## src/rtl/walk_pkg.sv

```systemverilog
// Shared definitions for the walk-request path: server state encoding,
// lamp-pair constants and a small state classification helper.
package walk_pkg;

  typedef enum logic [2:0] {
    ST_IDLE  = 3'd0,
    ST_REQ   = 3'd1,
    ST_WALK  = 3'd2,
    ST_FLASH = 3'd3,
    ST_CLEAR = 3'd4,
    ST_GAP   = 3'd5
  } walk_state_e;

  typedef struct packed {
    logic walk;
    logic dont_walk;
  } lamp_t;

  localparam lamp_t LAMP_WALK      = '{walk: 1'b1, dont_walk: 1'b0};
  localparam lamp_t LAMP_DONT_WALK = '{walk: 1'b0, dont_walk: 1'b1};

  // States whose duration is measured in ticks by the down counter.
  function automatic logic is_timed(input walk_state_e s);
    return (s == ST_WALK) || (s == ST_FLASH) || (s == ST_GAP);
  endfunction

endpackage

```

## src/rtl/tick_down_counter.sv

```systemverilog
// Loadable down counter advanced by a tick enable; saturates at zero.
module tick_down_counter #(
  parameter int CNT_W = 8
) (
  input  logic             clk,
  input  logic             rst_n,
  input  logic             load,
  input  logic [CNT_W-1:0] load_val,
  input  logic             tick,
  output logic             zero
);

  logic [CNT_W-1:0] cnt;

  // A load on the same edge as a tick wins, so the entry tick is never counted.
  always_ff @(posedge clk or negedge rst_n) begin
    if (!rst_n) begin
      cnt <= '0;
    end else if (load) begin
      cnt <= load_val;
    end else if (tick && (cnt != '0)) begin
      cnt <= cnt - 1'b1;
    end
  end

  assign zero = (cnt == '0);

endmodule

```

## src/rtl/walk_request_server.sv

```systemverilog
// Serves latched pedestrian requests: negotiates an all-red window with the
// traffic FSM, runs WALK / flashing DON'T WALK, and clears the walk register.
module walk_request_server
  import walk_pkg::*;
#(
  parameter int WALK_TIME  = 4,
  parameter int FLASH_TIME = 3,
  parameter int GAP_TIME   = 2,
  parameter int CNT_W      = 8
) (
  input  logic clk,
  input  logic Reset_n,
  input  logic tick,
  input  logic WR_Status,
  input  logic Stop_Ack,
  output logic WR_Reset,
  output logic Stop_Req,
  output logic Walk_Lamp,
  output logic Dont_Walk_Lamp,
  output logic Busy
);

  localparam logic [CNT_W-1:0] WALK_LOAD  = CNT_W'(WALK_TIME - 1);
  localparam logic [CNT_W-1:0] FLASH_LOAD = CNT_W'(FLASH_TIME - 1);
  localparam logic [CNT_W-1:0] GAP_LOAD   = CNT_W'(GAP_TIME - 1);

  walk_state_e      state;
  logic             cnt_load;
  logic [CNT_W-1:0] cnt_val;
  logic             cnt_tick;
  logic             cnt_zero;

  // NOTE: every signal gets a default before the case so no latch is inferred.
  always_comb begin
    cnt_load = 1'b0;
    cnt_val  = '0;
    case (state)
      ST_REQ: begin
        if (WR_Status && Stop_Ack) begin
          cnt_load = 1'b1;
          cnt_val  = WALK_LOAD;
        end
      end
      ST_WALK: begin
        if (Stop_Ack && tick && cnt_zero) begin
          cnt_load = 1'b1;
          cnt_val  = FLASH_LOAD;
        end
      end
      ST_CLEAR: begin
        cnt_load = 1'b1;
        cnt_val  = GAP_LOAD;
      end
      default: ;
    endcase
  end

  assign cnt_tick = tick && is_timed(state);

  tick_down_counter #(
    .CNT_W(CNT_W)
  ) u_timer (
    .clk     (clk),
    .rst_n   (Reset_n),
    .load    (cnt_load),
    .load_val(cnt_val),
    .tick    (cnt_tick),
    .zero    (cnt_zero)
  );

  // NOTE: non-blocking assignments so every register samples pre-edge values.
  always_ff @(posedge clk or negedge Reset_n) begin
    if (!Reset_n) begin
      state                       <= ST_IDLE;
      WR_Reset                    <= 1'b0;
      Stop_Req                    <= 1'b0;
      {Walk_Lamp, Dont_Walk_Lamp} <= LAMP_DONT_WALK;
      Busy                        <= 1'b0;
    end else begin
      WR_Reset <= 1'b0;
      case (state)
        ST_IDLE: begin
          if (WR_Status) begin
            state    <= ST_REQ;
            Stop_Req <= 1'b1;
            Busy     <= 1'b1;
          end
        end
        ST_REQ: begin
          // An external clear of the walk register withdraws the request.
          if (!WR_Status) begin
            state    <= ST_IDLE;
            Stop_Req <= 1'b0;
            Busy     <= 1'b0;
          end else if (Stop_Ack) begin
            state                       <= ST_WALK;
            WR_Reset                    <= 1'b1;
            {Walk_Lamp, Dont_Walk_Lamp} <= LAMP_WALK;
          end
        end
        ST_WALK: begin
          if (!Stop_Ack) begin
            state                       <= ST_CLEAR;
            Stop_Req                    <= 1'b0;
            {Walk_Lamp, Dont_Walk_Lamp} <= LAMP_DONT_WALK;
          end else if (tick && cnt_zero) begin
            state                       <= ST_FLASH;
            {Walk_Lamp, Dont_Walk_Lamp} <= LAMP_DONT_WALK;
          end
        end
        ST_FLASH: begin
          if (!Stop_Ack) begin
            state                       <= ST_CLEAR;
            Stop_Req                    <= 1'b0;
            {Walk_Lamp, Dont_Walk_Lamp} <= LAMP_DONT_WALK;
          end else if (tick) begin
            if (cnt_zero) begin
              state          <= ST_CLEAR;
              Stop_Req       <= 1'b0;
              Dont_Walk_Lamp <= 1'b1;
            end else begin
              Dont_Walk_Lamp <= ~Dont_Walk_Lamp;
            end
          end
        end
        ST_CLEAR: begin
          state <= ST_GAP;
        end
        ST_GAP: begin
          if (tick && cnt_zero) begin
            state <= ST_IDLE;
            Busy  <= 1'b0;
          end
        end
        default: begin
          state                       <= ST_IDLE;
          Stop_Req                    <= 1'b0;
          {Walk_Lamp, Dont_Walk_Lamp} <= LAMP_DONT_WALK;
          Busy                        <= 1'b0;
        end
      endcase
    end
  end

endmodule

```

## config.mk

```make
export PLATFORM = sky130hd
export DESIGN_NAME = walk_request_server
export DESIGN_NICKNAME = d
export VERILOG_FILES = /design/src/rtl/walk_pkg.sv /design/src/rtl/tick_down_counter.sv /design/src/rtl/walk_request_server.sv
export SDC_FILE = /design/constraint.sdc
export NUM_CORES = 1
export LEC_CHECK = 0
export ABC_AREA = 1
export CORE_MARGIN = 3
export CORE_UTILIZATION = 56
export CTS_CLUSTER_SIZE = 16
export DETAILED_ROUTE_END_ITERATION = 8
export DONT_BUFFER_PORTS = 1
export MAX_ROUTING_LAYER = met4
export PLACE_DENSITY = 0.84
export SLEW_MARGIN = 40
export SYNTH_ARGS = -nofsm -noshare
export SYNTH_HDL_FRONTEND = slang
export SYNTH_SLANG_ARGS = --single-unit
```

## constraint.sdc

```tcl
create_clock -name clk -period 1.3 [get_ports clk]
set_input_delay 0.26 -clock clk [delete_from_list [all_inputs] [get_ports clk]]
set_output_delay 0.26 -clock clk [all_outputs]
set_load 0.01 [all_outputs]
```

==> run summary, run 1 <==
After layout, the worst path uses 121% of the clock period. Once detail routing completed, the nets flagged for antenna violations numbered 0. For the number of maximum-capacitance constraint violations, the log shows 0.

Number of detailed-route iterations in the first pass: 5. The final-report max-slew violation count is 0, and the routed via count is 1,621. By startpoint and endpoint, the worst setup path is classified as flip-flop to flip-flop. For the post-layout worst setup margin, the log shows -267 ps. In this run the worst setup path terminates at u_timer.cnt[3]$_DFFE_PN0P_. The worst reg-to-reg path cell count is 8, and the average wire per standard cell is 22.7 um. 0 antenna diodes ended up in the layout. For the pin count of the biggest net entering global routing, the log shows 17.

The top cell types in the final layout, fill and taps aside, are nand2_1 (41), buf_4 (35), nand2_2 (16). The die height came out at 51.7 um. The floorplan die area is 2670 um^2, and the post-route minimum period is 1570 ps.

On the final layout, the worst clock skew is 0.773 ps. Post-route total power: 4.76 mW. The Yosys step of the flow raised 0 warnings. The total area inside the core boundary comes to 1840 um^2.

Synthesis produced a netlist with a net count of 176. The number of core rows came out at 15. The final total negative setup slack was -3010 ps; the first-pass GRT wire length was 6.69 mm. For the worst-skew pair, the clock arrives at the later sink with an insertion delay of 300 ps.

The longest clock path from root to sink contains 2 buffers. The via count of the first global-routing pass is 1,431. The most frequent standard cell in the layout excluding fill and tap cells was nand2_1. TritonCTS created 3 clock buffers. Maximum net fanout on the critical path: 6.

The worst register-to-register path ends at u_timer.cnt[3]$_DFFE_PN0P_. The final-stage net count is 221, and the slew at the pin closest to its max-slew limit is 383 ps. The largest individual stage delay along the critical path comes from the cell dfrtp_1. TritonCTS built the clock tree. The sum of routed wire length over all layers came out at 5.39 mm. The share of cells above drive strength 1 was 48.4%.

Based on the critical path, the design can be clocked at up to 0.638 GHz. Dividing the synthesized area by the synthesized cell count gives 6.91 um^2. In this run the static leakage power is 0.922 nW.

The largest stage delay on the critical path works out to 470 ps. The worst register-to-register path has a setup slack of -270 ps. Data on the critical path is required at its endpoint by 1480 ps.

The number of flip-flops and latches in the synthesized netlist works out to 16. The tools report the clock root buffer as clkbuf_4. Power spread over the standard cell area amounts to 2780 nW/um^2. After clock tree synthesis, the clock-pin slew on the worst setup and hold paths is 100 ps. The maximum level of the CTS H-tree is 1. The tools report the startpoint of the worst-slack reg-to-reg timing path as u_timer.cnt[6]$_DFFE_PN0P_. In this run the worst setup path begins at u_timer.cnt[6]$_DFFE_PN0P_.

The half-perimeter wire length after detailed placement is 2.35 mm. The relative area change from synthesis to final layout is 46.8%. The run gives 0 as the total overflow reported by the global router.

For the post-route DRC violation count, the log shows 0. After technology mapping, the gate count stands at 169. The flow ran to the end, but the final reports show violations. Setup repair after global routing could not meet its margin everywhere. The netlist uses 24 different library cells. The tree built by TritonCTS fans out to 16 sinks. The count of input and output buffers is 0, and the number of top-level design ports is 10.

The congestion estimate from routability-driven global placement came to 0.952. In the routed layout, each cell is associated on average with a via count of 6.81. The checks that failed: negative setup slack. The floorplan step set the die width to 51.7 um. The run gives 0 as the number of hold violations in the final report. The tightest min-delay check is of the primary input to flip-flop type. Across every metal layer, demand over resource in global routing totals 35.6%. The tools report the endpoint class of the critical path as a flip-flop. Data on the critical path arrives at its endpoint at 1750 ps. Measured against its own limit, the worst slew margin works out to 74.5%. The run gives 15 as the setup-violating endpoint count in the final report.

The logs give 34.4% for the portion of the post-synthesis area used by sequential elements and 2040 uV for the largest voltage drop on the vdd net. For the smallest hold slack, the log shows 199 ps. The run gives 0 as the number of antenna violations at the first check in global routing. Counting stages on the worst path, the most repeated cell is nand3_4. The signal on the critical path passes through inv_1, nand3_4, nor2_4, nand3_4, nand2_8, inv_2, nand2_1, nor2_1.

Once layout is complete, the utilization of the core stands at 93.3%. The startpoint type of the worst setup path is a flip-flop. The logs give 1170 um^2 for the area of the mapped netlist and 171 for the DRC violation total after the first TritonRoute iteration. The tools report the effective utilization at floorplan as 63.5%.
stage by stage:
step	instance area [um^2]	setup WS, ps	std cells
4_1_cts	1530	-128	229
3_3_place_gp	1400	-99.0	218
2_1_floorplan	1190	-41.4	169
3_5_place_dp	1400	-155	218
5_1_grt	1720	-308	238
6_report	1720	-267	238
critical path: cells and delay by family (launching register included):
kind / cells / cell delay (ps)
simple gates: 6 / 710
flops: 1 / 470
buf+inv: 2 / 250
sequential cells by signal (all words and copies together) (netlist names):
signal,cells
state,3
WR_Reset,1
Busy,1
Walk_Lamp,1
Stop_Req,1
u_timer.cnt,8
Dont_Walk_Lamp,1
how the worst min path moves through the flow:
stage / startpoint / to / slack, ps / cells after the start
global route: WR_Status / Busy$_DFFE_PN0P_ / 200 / 2
global placement: Reset_n / Walk_Lamp$_DFFE_PN0P_ / -30 / 0
finish: WR_Status / Busy$_DFFE_PN0P_ / 200 / 2
detailed placement: Reset_n / Walk_Lamp$_DFFE_PN0P_ / -30 / 0
floorplan: Reset_n / Busy$_DFFE_PN0P_ / -40 / 0
CTS: WR_Status / Busy$_DFFE_PN0P_ / 170 / 2
per-layer routing:
| layer | track usage [%] | wire length, um | up-vias |
|---|---|---|---|
| met2 | 57.2 | 2310 | 214 |
| met3 | 7.74 | 799 | 71 |
| met1 | 41.6 | 1820 | 714 |
| li1 | - | - | 622 |
| met5 | - | 0 | - |
| met4 | 18.8 | 459 | 0 |
where the power goes:
part / leakage, nW / total [mW] / switching (mW) / internal [mW]
combinational: 0.704 / 3.46 / 2.07 / 1.39
sequential: 0.203 / 1.01 / 0.280 / 0.726
clock: 0.0150 / 0.297 / 0.177 / 0.120
total: 0.922 / 4.76 / 2.53 / 2.24
synth_stat cells:
cell | number | area, um^2
nand2_1 | 56 | 210
inv_1 | 20 | 75.1
nor2_1 | 18 | 67.6
nand3_1 | 16 | 80.1
dfrtp_1 | 15 | 375
nand4_1 | 6 | 37.5
inv_2 | 5 | 18.8
a21oi_1 | 4 | 20.0
nand2_2 | 4 | 25.0
nand3_2 | 4 | 40.0
nor2_4 | 4 | 45.0
ha_1 | 2 | 25.0
nand2_4 | 2 | 22.5
nor2_2 | 2 | 12.5
o21ai_0 | 2 | 10.0
buf_4 | 1 | 7.51
dfstp_2 | 1 | 26.3
nand3_4 | 1 | 17.5
nor2_8 | 1 | 20.0
nor3_1 | 1 | 5.00
o21a_1 | 1 | 7.51
o21ai_1 | 1 | 5.00
or2_1 | 1 | 6.26
xor2_1 | 1 | 8.76
timing repair:
item	CTS	global route
endpoints found under the setup margin	15	15
resized for setup	13	33
pin swaps	8	19
buffers inserted	5	8
hold buffers	1	1
gates cloned	1	0
hold endpoints to repair	16	15
logic make-up after synthesis:
kind of cell	Yosys count	share of synthesized area, %
AO/OA/AOI/OAI	8	3.64
XOR/XNOR	1	0.750
adder cells (fa/ha/maj)	2	2.14
buffers and inverters	26	8.67
flip-flops	16	34.4
AND/OR/NAND/NOR	116	50.4
layout make-up:
| class | instances | area [um^2] |
|---|---|---|
| Tap cell | 25 | 31.3 |
| Multi-Input combinational cell | 128 | 840 |
| Sequential cell | 16 | 404 |
| Inverter | 25 | 93.8 |
| Timing Repair Buffer | 40 | 320 |
| Fill cell | 63 | 124 |
| Clock buffer | 4 | 26.3 |
Power figures use the tool's default switching activity.
==> run 2, diff against run 1 <==
--- a/config.mk
+++ b/config.mk
@@ -17,3 +17,4 @@
 export SYNTH_ARGS = -nofsm -noshare
 export SYNTH_HDL_FRONTEND = slang
 export SYNTH_SLANG_ARGS = --single-unit
+export TNS_END_PERCENT = 20
==> run 2 against run 1 <==
The run still ends with negative setup slack left. Routed wire length fell by 31%. Sequential share of layout area grew 3.0 points. Die area is the same. Hold slack worse by 32 ps. First-iteration DRC count is 68% lower. Sequential power shrank 5%. Maximum frequency is 1.8% higher. Total power decreased by 18%. Combinational power is 23% lower. Largest power group unchanged. Clock power barely moved. Via count shrank 19%.
==> run summary, run 2 (same netlist as run 1, synthesis figures left out) <==
In the final routing, the length of wire on met1 measures 1.47 mm. The utilization after layout is 82.5%, and the worst reg-to-reg path cell count is 8. The run gives 122 as the fill cell total of the finished layout. The library cell used most frequently in the layout, excluding fill and tap cells, is nand2_1. TritonCTS built the clock tree. The tools report the capture point of the worst reg-to-reg path as u_timer.cnt[3]$_DFFE_PN0P_. The register bank with the most flops is u_timer.cnt. Wire segments on met2 add up to 1.81 mm in the final route.

The maximum level of the CTS H-tree is 1. The worst setup path is of the flip-flop to flip-flop kind. Across the whole layout, storage elements account for 403 um^2. The class of the tightest hold or removal check was primary input to flip-flop. The placement-stage cell area came out at 1400 um^2.

From left edge to right edge, the die measures 51.7 um. The number of antenna violations at the first check in global routing came out at 0. In the final routed layout, each cell accounts on average for 16.3 um.

The first TritonRoute pass finished after 4 iterations. Power spread over the standard cell area amounts to 2580 nW/um^2. The top cell types in the final layout, fill and taps aside, are nand2_1 (50), buf_4 (29), inv_1 (18). The run gives 3.73 mm as the sum of routed wire length over all layers.

Setup repair after global routing could not meet its margin everywhere. The met3 wirelength from detailed routing is 304 um. Post-layout worst setup margin: -239 ps. Traced cell by cell, the critical path runs through nor2_2, nand2_2, nor2_4, nand3_4, nand2_8, inv_2, nand2_1, nor2_1.

At the worst endpoint, the required time is 1500 ps. Global routing consumed, over all layers together, 30.3% of the routing resources. Subtracting the final worst setup slack from the clock period gives 1540 ps. The clock slew at the register clock pins of the worst setup and hold paths is 100 ps. Number of core rows: 15. After global routing the overflow that remains totals 0. The placed instance count was 218; the worst reg-to-reg setup slack was -240 ps. Summing all multi-input logic gate instances after layout gives 731 um^2. The via count of the first global-routing pass is 1,271. The slew at the pin closest to its max-slew limit was 378 ps; the pin count of the biggest net entering global routing was 17. Summed over all cells, the static leakage comes to 0.853 nW.

Broken down by cell family, the worst path's largest delay share belongs to simple AND/OR/NAND/NOR gates. After detailed routing, no signal wire sits above met4. The count of input and output buffers was 0; the setup clock skew after layout was 9.18 ps.

Buffers inserted during clock tree synthesis total 3. For this design the top-level I/O count stands at 10. The relative slew slack came out at 74.8%. The critical path runs through a total of 8 cells.

The routed via count is 1,313, and the post-route DRC violation count is 0. The final reports fail on negative setup slack. The number of nets with antenna violations after detailed routing was 0; the clock insertion delay at the later pin of the skew report was 310 ps. The relative area change from synthesis to final layout was 29.9%. The half-perimeter wire length after detailed placement was 2.35 mm; the final-stage net count was 211.

The die height came out at 51.7 um. The share of cells above drive strength 1 is 36.0%, and the sum of buffers and inverters on the critical path is 1. Fraction of the cycle the final worst path needs: 118%. In the final layout, the registers with the most flip-flops are u_timer.cnt x8, state x3. The last weighted congestion value of the routability-driven placer is 0.952. The number of flip-flops under the largest register name was 8; the number of standard cells in the final layout excluding fillers was 228. The final design instance area without fill is 1520 um^2. The final-report max-slew violation count was 0. The tools report the maximum number of buffers from clock root to sink as 2.

In the routed layout, each cell is associated on average with a via count of 5.76. The worst setup path is captured at a flip-flop. Startpoint of the worst-slack reg-to-reg timing path: u_timer.cnt[2]$_DFFE_PN0P_.

The core region is 1840 um^2. Setup violations remaining at the end of the flow were counted as 15. For the number of hold violations in the final report, the log shows 0. STA puts the critical path data arrival time at 1740 ps. The cell sitting at the root of the clock tree is a clkbuf_4. The maximum net fanout on the critical path came out at 6.

The run gives 5.82 mm as the first-pass GRT wire length. In this run the worst setup path terminates at u_timer.cnt[3]$_DFFE_PN0P_. The flow ran to the end, but the final reports show violations.

The largest voltage drop on the vdd net came out at 1830 uV. In this design, the stage delay of the slowest critical-path cell is 440 ps. Derived from the worst setup path, the maximum achievable clock frequency is 0.650 GHz. In this run the worst setup path begins at u_timer.cnt[2]$_DFFE_PN0P_. The logs give 63.5% for the effective utilization at floorplan and 55 for the DRC violation total after the first TritonRoute iteration.

The tools report the startpoint type of the worst setup path as a flip-flop. The die covers 2670 um^2. Number of maximum-capacitance constraint violations: 0. The slowest stage of the critical path belongs to the cell dfrtp_1. The tree built by TritonCTS fans out to 16 sinks.

The repair_antennas step left the layout with diodes totalling 0.
[run 2: power breakdown]
group / switching [mW] / internal [mW]
clock: 0.178 / 0.120
combinational: 1.55 / 1.11
sequential: 0.233 / 0.724
[run 2: layer usage]
metal / track usage (%) / vias to the layer above
li1: - / 598
met5: - / -
met3: 6.30 / 21
met4: 11.4 / 0
met1: 35.5 / 614
met2: 51.3 / 80
[run 2: how the worst min path moves through the flow]
stage                     slack [ps]                     to      start  cells past startpoint
after floorplan                  -40       Busy$_DFFE_PN0P_    Reset_n                      0
after global placement           -30  Walk_Lamp$_DFFE_PN0P_    Reset_n                      0
after detailed placement         -30  Walk_Lamp$_DFFE_PN0P_    Reset_n                      0
after CTS                        170       Busy$_DFFE_PN0P_  WR_Status                      2
after global routing             190       Busy$_DFFE_PN0P_  WR_Status                      2
final                            170       Busy$_DFFE_PN0P_  WR_Status                      2
[run 2: area by class of cell]
class	instances	area share [%]
clock buffers	4	1.73
flip-flops and latches	16	26.5
multi-input cells	127	48.1
repair buffers	31	15.3
inverters	25	6.18
well taps	25	2.06
[run 2: through the flow]
stage / hold slack, ps / worst slack, ps / power [mW] / TNS (ps)
3_3_place_gp: -34.9 / -99.0 / 3.09 / -637
2_1_floorplan: -35.6 / -41.4 / 2.40 / -196
6_report: 166 / -239 / 3.92 / -2280
5_1_grt: 190 / -297 / 4.19 / -3520
4_1_cts: 168 / -176 / 3.60 / -1470
3_5_place_dp: -34.9 / -155 / 3.22 / -1460
[run 2: timing repair]
action	in CTS	in global routing
pin swaps	6	11
setup endpoints to repair	15	15
setup buffers	0	4
gates resized for setup	5	9
hold buffers	1	1
endpoints found under the hold margin	16	15
